**config.mk**
```make
export PLATFORM = sky130hd
export DESIGN_NAME = cu_pipe
export DESIGN_NICKNAME = d
export VERILOG_FILES = /design/src/rtl/cu_pipe.sv
export SDC_FILE = /design/constraint.sdc
export NUM_CORES = 1
export LEC_CHECK = 0
export CORE_MARGIN = 2
export CORE_UTILIZATION = 50
export CTS_CLUSTER_DIAMETER = 120
export CTS_CLUSTER_SIZE = 16
export DETAILED_ROUTE_END_ITERATION = 16
export HOLD_SLACK_MARGIN = 0.03
export PLACE_DENSITY = 0.85
export SYNTH_ARGS = -nofsm -noshare
export SYNTH_HDL_FRONTEND = slang
export SYNTH_SLANG_ARGS = --single-unit
export TNS_END_PERCENT = 100
```
**constraint.sdc**
```tcl
create_clock -name clk -period 2.71 [get_ports clk]
set_clock_uncertainty 0.15 [all_clocks]
set_input_delay 0.813 -clock clk [delete_from_list [all_inputs] [get_ports clk]]
set_output_delay 0.813 -clock clk [all_outputs]
set_load 0.05 [all_outputs]
```
**src/rtl/cu_pipe.sv**
```systemverilog
// cu_pipe: registered control unit for the gpp_calc datapath.
// One instruction per cycle; multi-cycle ALU ops via start/done handshake.
module cu_pipe #(
  parameter int          NREG       = 2,
  parameter int          IMMW       = 9,
  parameter logic [31:0] MC_MASK    = 32'h2000_0000,
  parameter int          MC_TIMEOUT = 255,
  localparam int         RAW        = $clog2(NREG)
) (
  input  logic            clk,
  input  logic            rst,
  input  logic            instr_valid,
  output logic            instr_ready,
  input  logic [5:0]      opcode,
  input  logic [RAW-1:0]  ra,
  input  logic [1:0]      ra_stack,
  input  logic [IMMW-1:0] imm,
  input  logic            mc_done,
  output logic            alu,
  output logic            bra,
  output logic            cond_bra,
  output logic            ld,
  output logic            st,
  output logic            tr,
  output logic            psh,
  output logic            pop,
  output logic            mov,
  output logic            flag_sel,
  output logic            acc_sel,
  output logic            pc_sel,
  output logic [3:0]      cond_sel,
  output logic [NREG-1:0] reg_sel,
  output logic            mc_start,
  output logic            mc_busy,
  output logic            retire,
  output logic            illegal,
  output logic            mc_err
);

  typedef struct packed {
    logic            alu;
    logic            bra;
    logic            cond_bra;
    logic            ld;
    logic            st;
    logic            tr;
    logic            psh;
    logic            pop;
    logic            mov;
    logic            flag_sel;
    logic            acc_sel;
    logic            pc_sel;
    logic [3:0]      cond_sel;
    logic [NREG-1:0] reg_sel;
    logic            mc_start;
    logic            mc_busy;
    logic            retire;
    logic            illegal;
    logic            mc_err;
    logic            ready;
  } ctl_t;

  localparam logic [1:0] S_IDLE = 2'd0;
  localparam logic [1:0] S_EXEC = 2'd1;
  localparam logic [1:0] S_WAIT = 2'd2;
  localparam logic [1:0] S_WB   = 2'd3;

  localparam int CW = $clog2(MC_TIMEOUT + 2);
  localparam int TL = (MC_TIMEOUT > 0) ? MC_TIMEOUT - 1 : 0;
  localparam logic [CW-1:0] TMO_LAST = CW'(TL);

  logic [1:0]      state, nstate;
  logic [CW-1:0]   cnt, ncnt;
  ctl_t            q, nxt, dec;
  logic [RAW-1:0]  ra_q;
  logic            imm_z_q;
  logic            imm_z;
  logic            ra_ok;
  logic            use_ra;
  logic            d_ill;
  logic            d_mc;
  logic            accept;
  logic            latch;
  logic [NREG-1:0] rsel;

  assign imm_z = (imm == '0);
  assign ra_ok = (ra <= RAW'(NREG - 1));
  assign rsel  = NREG'(1) << ra;

  always_comb begin
    dec    = '0;
    use_ra = 1'b0;
    d_ill  = 1'b0;
    d_mc   = 1'b0;
    unique case (1'b1)
      (opcode <= 6'h01): begin
        dec.tr      = 1'b1;
        dec.reg_sel = NREG'(1) << opcode[0];
      end
      (opcode == 6'h02): begin
        dec.ld      = 1'b1;
        dec.reg_sel = rsel;
        use_ra      = 1'b1;
      end
      (opcode == 6'h03): begin
        dec.st      = 1'b1;
        dec.reg_sel = rsel;
        use_ra      = 1'b1;
      end
      (opcode == 6'h04), (opcode == 6'h05): begin
        dec.psh = !opcode[0];
        dec.st  = !opcode[0];
        dec.pop = opcode[0];
        dec.ld  = opcode[0];
        unique case (ra_stack)
          2'd0:    dec.reg_sel = NREG'(1);
          2'd1:    dec.reg_sel = NREG'(2);
          2'd2:    dec.acc_sel = 1'b1;
          default: dec.pc_sel  = 1'b1;
        endcase
      end
      (opcode >= 6'h06 && opcode <= 6'h09): begin
        dec.bra      = 1'b1;
        dec.cond_bra = 1'b1;
        dec.cond_sel = 4'b0001 << (opcode - 6'h06);
      end
      (opcode == 6'h0A): begin
        dec.bra = 1'b1;
      end
      (opcode >= 6'h0D && opcode <= 6'h1D): begin
        dec.alu      = 1'b1;
        dec.flag_sel = 1'b1;
        d_mc         = MC_MASK[opcode[4:0]];
        // CMP only updates flags
        if (opcode != 6'h14) begin
          if (opcode inside {6'h15, 6'h16, 6'h1A} || !imm_z) begin
            dec.reg_sel = rsel;
            use_ra      = 1'b1;
          end else begin
            dec.acc_sel = 1'b1;
          end
        end
      end
      (opcode == 6'h1E): begin
        dec.mov     = 1'b1;
        dec.reg_sel = rsel;
        use_ra      = 1'b1;
      end
      default: d_ill = 1'b1;
    endcase
    if (use_ra && !ra_ok) d_ill = 1'b1;
    if (d_ill) begin
      dec  = '0;
      d_mc = 1'b0;
    end
  end

  assign accept = instr_valid && q.ready;

  always_comb begin
    nxt    = '0;
    nstate = S_IDLE;
    ncnt   = cnt;
    latch  = 1'b0;
    if (state == S_WAIT) begin
      // done is ignored in the start cycle
      if (!q.mc_start && mc_done) begin
        nstate     = S_WB;
        nxt.alu    = 1'b1;
        nxt.retire = 1'b1;
        nxt.ready  = 1'b1;
        if (imm_z_q) nxt.acc_sel = 1'b1;
        else         nxt.reg_sel = NREG'(1) << ra_q;
      end else if (MC_TIMEOUT != 0 && cnt == TMO_LAST) begin
        nxt.mc_err = 1'b1;
        nxt.ready  = 1'b1;
      end else begin
        nstate       = S_WAIT;
        nxt.alu      = 1'b1;
        nxt.flag_sel = 1'b1;
        nxt.mc_busy  = 1'b1;
        if (cnt != '1) ncnt = cnt + 1'b1;
      end
    end else begin
      nxt.ready = 1'b1;
      if (accept) begin
        latch = 1'b1;
        if (d_mc) begin
          nstate       = S_WAIT;
          nxt.alu      = 1'b1;
          nxt.flag_sel = 1'b1;
          nxt.mc_busy  = 1'b1;
          nxt.mc_start = 1'b1;
          nxt.ready    = 1'b0;
          ncnt         = '0;
        end else begin
          nstate      = S_EXEC;
          nxt         = dec;
          nxt.retire  = !d_ill;
          nxt.illegal = d_ill;
          nxt.ready   = 1'b1;
        end
      end
    end
  end

  always_ff @(posedge clk or negedge rst) begin
    if (!rst) begin
      state   <= S_IDLE;
      cnt     <= '0;
      q       <= '0;
      ra_q    <= '0;
      imm_z_q <= 1'b0;
    end else begin
      state <= nstate;
      cnt   <= ncnt;
      q     <= nxt;
      if (latch) begin
        ra_q    <= ra;
        imm_z_q <= imm_z;
      end
    end
  end

  assign instr_ready = q.ready;
  assign alu         = q.alu;
  assign bra         = q.bra;
  assign cond_bra    = q.cond_bra;
  assign ld          = q.ld;
  assign st          = q.st;
  assign tr          = q.tr;
  assign psh         = q.psh;
  assign pop         = q.pop;
  assign mov         = q.mov;
  assign flag_sel    = q.flag_sel;
  assign acc_sel     = q.acc_sel;
  assign pc_sel      = q.pc_sel;
  assign cond_sel    = q.cond_sel;
  assign reg_sel     = q.reg_sel;
  assign mc_start    = q.mc_start;
  assign mc_busy     = q.mc_busy;
  assign retire      = q.retire;
  assign illegal     = q.illegal;
  assign mc_err      = q.mc_err;

endmodule

```
==> results of run 1 <==
## layout by cell type, fill, tap and decap left out, types with 5 or more instances in the layout
cell type                         instances
sky130_fd_sc_hd__a221o_1                  5
sky130_fd_sc_hd__and3_1                   7
sky130_fd_sc_hd__buf_4                   24
sky130_fd_sc_hd__clkbuf_8                 6
sky130_fd_sc_hd__clkdlybuf4s50_1         45
sky130_fd_sc_hd__dfrtp_1                 37
sky130_fd_sc_hd__inv_1                    6
sky130_fd_sc_hd__nand2_1                 18
sky130_fd_sc_hd__nand3_1                 10
sky130_fd_sc_hd__nor2_1                  15
sky130_fd_sc_hd__nor3_1                  12
sky130_fd_sc_hd__o21ai_0                  8
## how the worst max path moves through the flow
stage          cells past startpoint                   end       from
2_1_floorplan                      5    cnt[2]$_DFFE_PN0P_    mc_done
4_1_cts                            6      pc_sel$_DFF_PN0_  opcode[3]
3_5_place_dp                       6      pc_sel$_DFF_PN0_  opcode[3]
5_1_grt                            6  reg_sel[1]$_DFF_PN0_  opcode[3]
6_report                           6  reg_sel[1]$_DFF_PN0_  opcode[3]
3_3_place_gp                       6      pc_sel$_DFF_PN0_  opcode[3]
## cells by family (layout without fill, tap and decap cells)
group / Yosys count / count (layout)
compound gates: 39 / 39
simple gates: 102 / 102
buf+inv: 17 / 83
fa+ha+maj: 4 / 4
xor+xnor: 2 / 2
flops: 37 / 37
mux: 2 / 2
## report_power, final
part | leakage, nW | switching, mW | internal, mW
registers | 0.500 | 0.0159 | 0.569
logic | 0.666 | 0.114 | 0.104
clock network | 0.0443 | 0.184 | 0.202
## sequential cells by signal (all words and copies together) (netlist names)
register and cells:
mov 1, cond_sel 4, reg_sel 2, bra 1
pc_sel 1, retire 1, ra_q 1, pop 1
psh 1, cond_bra 1, flag_sel 1, illegal 1
state 2, cnt 9, acc_sel 1, instr_ready 1
mc_err 1, tr 1, mc_start 1, alu 1
imm_z_q 1, mc_busy 1, st 1, ld 1
## routing by layer
layer	wire length, um	share of wire, %	GRT usage [%]
met1	2000	44	31.0
met2	2250	49	38.0
met3	216	4.7	4.67
met4	90	2.0	8.67
met5	0	0	0
## metrics by stage
step / setup TNS (ns) / instance area, um2 / instances
after floorplan: 0 / 1990 / 203
after global placement: -0.187 / 2650 / 310
after detailed placement: -0.592 / 2650 / 310
after CTS: 0 / 2740 / 317
after global routing: 0 / 2740 / 317
final: 0 / 2740 / 317
## final cells by class
| type | instances | area, um2 | share of cell area, % |
|---|---|---|---|
| multi-input cells | 149 | 995 | 36.3 |
| flip-flops and latches | 37 | 926 | 33.8 |
| repair buffers | 70 | 651 | 23.7 |
| clock buffers | 7 | 86.3 | 3.15 |
| well taps | 48 | 60.1 | 2.19 |
| inverters | 6 | 22.5 | 0.822 |
## worst register-to-register path, delay by kind of cell (launching register included)
| kind | cells | cell delay, ns |
|---|---|---|
| fa+ha+maj | 2 | 0.44 |
| simple gates | 3 | 0.57 |
| compound gates | 3 | 0.65 |
| flops | 1 | 0.43 |
==> flow_metrics.tcl, run 1 <==
set metrics [dict create \
    run_status "finished, final reports clean" \
    viasPerCell 5.66 \
    grt_pass1_wl_um 7790 \
    worst_hold_slack_ns 0.366 \
    post-synth-top-count-cell "sky130_fd_sc_hd__dfrtp_1" \
    buffer_ports.inserted 45 \
    max_freq_mhz 392 \
    cts_num_sinks 37 \
    timing.critical_path.buf_inv 1 \
    r2r_setup_slack_ns 0.37 \
    dp_hpwl_um 3340 \
    dr.first_iter.drc_count 121 \
    synth.top_cells.by_count "37 x sky130_fd_sc_hd__dfrtp_1, 18 x sky130_fd_sc_hd__nand2_1, 15 x sky130_fd_sc_hd__nor2_1, 12 x sky130_fd_sc_hd__nor3_1, 10 x sky130_fd_sc_hd__nand3_1" \
    cts_inserted_buffers 5 \
    syn_nets 229 \
    design.final.nets 295 \
    worstSetupPathType "primary input to flip-flop" \
    hold_viol 0 \
    rr_worst_depth 8 \
    worst_path_dominant_cell_family "simple AND/OR/NAND/NOR gates" \
    critical_path.reg2reg.startpoint "cnt[0]$_DFFE_PN0P_" \
    drt-wirelength-per-cell_um 14.4 \
    minimum_clock_period_ns 2.55 \
    gp_congestion 0.929 \
    slew-limit-headroom_pct 63.8 \
    grt_antenna_before_repair 0 \
    clk_transition_reported_paths_ns 0.07 \
    yosys.area_share.simple_pct 30.1 \
    maximum_resistive_drop_on_vdd_mv 0.257 \
    cts.root.buffer_cell "sky130_fd_sc_hd__clkbuf_8" \
    grt_setup_unrepaired "false" \
    fp.dieH_um 67.1 \
    area_delta_synth_final_pct 37.5 \
    regToRegEndpoint "cnt[6]$_DFFE_PN0P_" \
    initial_core_util_pct 53.2 \
    report.final.setup_viol 0 \
    yosysWarnings 0 \
    ctsHtreeMaxLevel 2 \
    synth-seq-area-share_pct 46.5 \
    cpPeakStageDelay_ns 0.58 \
    place_worst_setup_slack_ns -0.133 \
    synth_top_area_cell "sky130_fd_sc_hd__dfrtp_1" \
    synth_fa_ha_area_share_pct 2.51 \
    crit_path_cell_chain "clkdlybuf4s50_1 > or3b_2 > o22ai_1 > o211ai_1 > and3_1 > o21ai_1" \
    cts.repair_timing.setup_buffer_count 0 \
    drt-pass1-iter-count 4 \
    final-max-slew-violation-count 0 \
    grt_pass1_vias 1670 \
    critical_path_launch_point_type "primary input" \
    postCtsHoldBufs 0 \
    design.die.area_um2 4510 \
    tritoncts "done" \
    finalCoreUtilization_pct 73.2 \
    synth_seq_cells 37 \
    std_cell_rows 22 \
    timing.hold.worst_path_depth 1 \
    final.fill_count 296 \
    layout-drive-gt1-share_pct 16.4 \
    synth-main-ff-cell "sky130_fd_sc_hd__dfrtp_1" \
    power_density_over_cell_area_nw_per_um2 434 \
    post_synth_xor_area_fraction_pct 0.879 \
    num_vias 1793 \
    number_of_distinct_library_cell_variants_in_the_gate_level_netlist_after_synthesis 47 \
    synth_top_family_by_area "simple AND/OR/NAND/NOR gates" \
    timing.final.crit_share_pct 94.1 \
    crit_required_ns 2.77 \
    asyncSetResetFlopFracSynth_pct 100 \
    drt_drc_violations_left 0 \
    design.core.area_um2 3740 \
    hp-class "flip-flop to flip-flop" \
    synthCells 203 \
    grt_start_max_net_pins 38 \
    worst_hold_path.endpoint "reg_sel[0]$_DFF_PN0_" \
    grt.total_usage_pct 23.4 \
    end_kind "flip-flop" \
    leakagePower_nw 1.21 \
    ctsLongestPathBuffers 2 \
    synth_compound_area_share_pct 15.1 \
    globalRoute.totalOverflow 0 \
    setup_ws_ns 0.161 \
    post_synth_main_area_contributors "sky130_fd_sc_hd__dfrtp_1 46%, sky130_fd_sc_hd__nand2_1 3.4%, sky130_fd_sc_hd__nor3_1 3.0%, sky130_fd_sc_hd__nor2_1 2.8%, sky130_fd_sc_hd__a221o_1 2.5%" \
    synth_top_cell_area_share_pct 46.5 \
    timing.critical_path.fanout_max 10 \
    synth_enable_flop_cells 0 \
    num_antenna_cells 0 \
    dieWidth_um 67.1 \
    post_cts_resize_count 0 \
    total_power_mw 1.19 \
    synth.cell_area_um2 1990 \
    pin_count 46 \
    maxCapViolations 0 \
    syn-mean-instance-area_um2 9.82 \
    min_from "imm_z_q$_DFFE_PN0P_" \
    antenna_violating_nets_post_route 0 \
    routed_wirelength_um 4550 \
    worst_skew_pair.late_latency_ns 0.29 \
    timing_worst_slew_pin_value_ns 0.541 \
    post_synth_mux_area_share_pct 1.13 \
    critical_path_arrival_ns 2.60 \
    worst_path_max_delay_cell "sky130_fd_sc_hd__clkdlybuf4s50_1" \
]
Note: power is estimated with default switching activity, not from simulation.
==> inputs of run 2 (changes only) <==
--- a/config.mk
+++ b/config.mk
@@ -7,6 +7,7 @@
 export LEC_CHECK = 0
 export CORE_MARGIN = 2
 export CORE_UTILIZATION = 50
+export CTS_BUF_LIST = sky130_fd_sc_hd__clkbuf_16
 export CTS_CLUSTER_DIAMETER = 120
 export CTS_CLUSTER_SIZE = 16
 export DETAILED_ROUTE_END_ITERATION = 16
==> flow_metrics.tcl, run 2 (synthesis gave the netlist of run 1 again) <==
set metrics [dict create \
    postCtsHoldBufs 0 \
    power_frac_comb_pct 16.2 \
    design.die.area_um2 4510 \
    design.final.nets 295 \
    pin_count 46 \
    power.clock.fraction_pct 39.6 \
    num_vias 1780 \
    slew-limit-headroom_pct 66.0 \
    final.fill_count 274 \
    timing_worst_slew_pin_value_ns 0.509 \
    setup_ws_ns 0.160 \
    initial_core_util_pct 53.2 \
    grt.total_usage_pct 23.3 \
    grt_pass1_wl_um 7890 \
    regToRegEndpoint "cnt[6]$_DFFE_PN0P_" \
    leakagePower_nw 1.23 \
    seqCellArea_um2 926 \
    finalCoreUtilization_pct 74.4 \
    cts.root.buffer_cell "sky130_fd_sc_hd__clkbuf_16" \
    switchingPower_mw 0.324 \
    antenna_violating_nets_post_route 0 \
    final-max-slew-violation-count 0 \
    critical_path_arrival_ns 2.59 \
    maxCapViolations 0 \
    tritoncts "done" \
    place_worst_setup_slack_ns -0.133 \
    drt-pass1-iter-count 4 \
    hold_viol 0 \
    critical_path.reg2reg.startpoint "cnt[0]$_DFFE_PN0P_" \
    grt_antenna_before_repair 0 \
    design_internal_power_mw 1.00 \
    gp_congestion 0.929 \
    cts_inserted_buffers 5 \
    layout.cell_area.non_filler_um2 2790 \
    worst_skew_pair.late_latency_ns 0.27 \
    design.core.area_um2 3740 \
    post_dp_cell_area_um2 2650 \
    drt-wirelength-per-cell_um 14.4 \
    grt_setup_unrepaired "false" \
    run_status "finished, final reports clean" \
    post_cts_resize_count 0 \
    timing.critical_path.fanout_max 10 \
    dp_hpwl_um 3340 \
    report.final.setup_viol 0 \
    ctsHtreeMaxLevel 2 \
    max_freq_mhz 392 \
    end_kind "flip-flop" \
    r2r_setup_slack_ns 0.36 \
    mostFrequentLayoutCells "45 x sky130_fd_sc_hd__clkdlybuf4s50_1, 37 x sky130_fd_sc_hd__dfrtp_1, 24 x sky130_fd_sc_hd__buf_4, 18 x sky130_fd_sc_hd__nand2_1, 15 x sky130_fd_sc_hd__nor2_1" \
    power.switching_fraction_pct 24.4 \
    ctsLongestPathBuffers 2 \
    dieWidth_um 67.1 \
    maximum_resistive_drop_on_vdd_mv 0.340 \
    area_delta_synth_final_pct 39.8 \
    sequentialPowerShare_pct 44.2 \
    clk_transition_reported_paths_ns 0.05 \
    critical_path_launch_point_type "primary input" \
    globalRoute.totalOverflow 0 \
    minimum_clock_period_ns 2.55 \
    power_density_over_cell_area_nw_per_um2 476 \
    cts_num_sinks 37 \
    num_antenna_cells 0 \
    dr.first_iter.drc_count 116 \
    worstSetupPathType "primary input to flip-flop" \
    hp-class "flip-flop to flip-flop" \
    crit_required_ns 2.75 \
    layout-drive-gt1-share_pct 16.0 \
    min_from "imm_z_q$_DFFE_PN0P_" \
    registers.top_by_ff_count "cnt" \
    worst_hold_path.endpoint "reg_sel[0]$_DFF_PN0_" \
    viasPerCell 5.62 \
    rr_worst_depth 8 \
    buffer_ports.inserted 45 \
    timing.hold.worst_path_depth 1 \
    largest_reg_flops 9 \
    drt_drc_violations_left 0 \
    cts.repair_timing.setup_buffer_count 0 \
    routed_wirelength_um 4560 \
    grt_pass1_vias 1704 \
    layout_commonest_cell "sky130_fd_sc_hd__clkdlybuf4s50_1" \
    timing.final.crit_share_pct 94.1 \
    grt_start_max_net_pins 38 \
    multi_input_comb_area_um2 995 \
    fp.dieH_um 67.1 \
    std_cell_rows 22 \
]
==> run 2: changes by cell type in the layout (fill, tap and decap cells not counted) <==
cell,change
sky130_fd_sc_hd__clkbuf_8,-6
sky130_fd_sc_hd__clkbuf_1,-1
sky130_fd_sc_hd__clkbuf_16,+5
sky130_fd_sc_hd__clkinv_1,+1
sky130_fd_sc_hd__inv_1,+1
==> run 2: final cells by class <==
type / count / area share (%)
inverter: 6 / 0.808
sequential: 37 / 33.2
tap: 48 / 2.16
clock buffer: 5 / 4.49
clock inverter: 2 / 0.269
timing repair buffer: 70 / 23.3
multi-input combinational: 149 / 35.7
==> run 2: worst max-delay path: stages <==
cell and delay, ns:
sky130_fd_sc_hd__clkdlybuf4s50_1 0.57, sky130_fd_sc_hd__or3b_2 0.52, sky130_fd_sc_hd__o22ai_1 0.20, sky130_fd_sc_hd__o211ai_1 0.14, sky130_fd_sc_hd__and3_1 0.17, sky130_fd_sc_hd__o21ai_1 0.17
==> run 2: stage by stage <==
step | power (mW) | hold slack, ns | setup TNS, ns | cells
final | 1.33 | 0.359 | 0 | 317
after global routing | 1.39 | 0.380 | 0 | 317
after CTS | 1.34 | 0.357 | 0 | 317
after detailed placement | 0.808 | 0.349 | -0.592 | 310
after global placement | 0.801 | 0.347 | -0.187 | 310
after floorplan | 0.704 | 0.313 | 0 | 203
==> run 2: power groups by stage <==
stage                     Combinational [mW]  Sequential [mW]  Clock, mW
after global routing                   0.236            0.587      0.563
final                                  0.215            0.586      0.524
after CTS                              0.215            0.586      0.534
after detailed placement               0.214            0.594          0
after floorplan                       0.0906            0.614          0
after global placement                 0.209            0.592          0
==> run 2: per-layer routing <==
metal  wire, um  vias up  global-route usage, %  part of all wire, %
met2       2280       69                   37.7                   50
met3        273        8                   5.50                  6.0
met4         78        0                   9.44                  1.7
li1           -      873                      -                    -
met1       1930      830                   30.2                   42
met5          0        -                      0                    0
==> run 2: worst max-delay path by stage <==
stage / to / start / cells after the start
after floorplan: cnt[2]$_DFFE_PN0P_ / mc_done / 5
after global placement: pc_sel$_DFF_PN0_ / opcode[3] / 6
after global routing: reg_sel[1]$_DFF_PN0_ / opcode[3] / 6
final: reg_sel[1]$_DFF_PN0_ / opcode[3] / 6
after CTS: pc_sel$_DFF_PN0_ / opcode[3] / 6
after detailed placement: pc_sel$_DFF_PN0_ / opcode[3] / 6
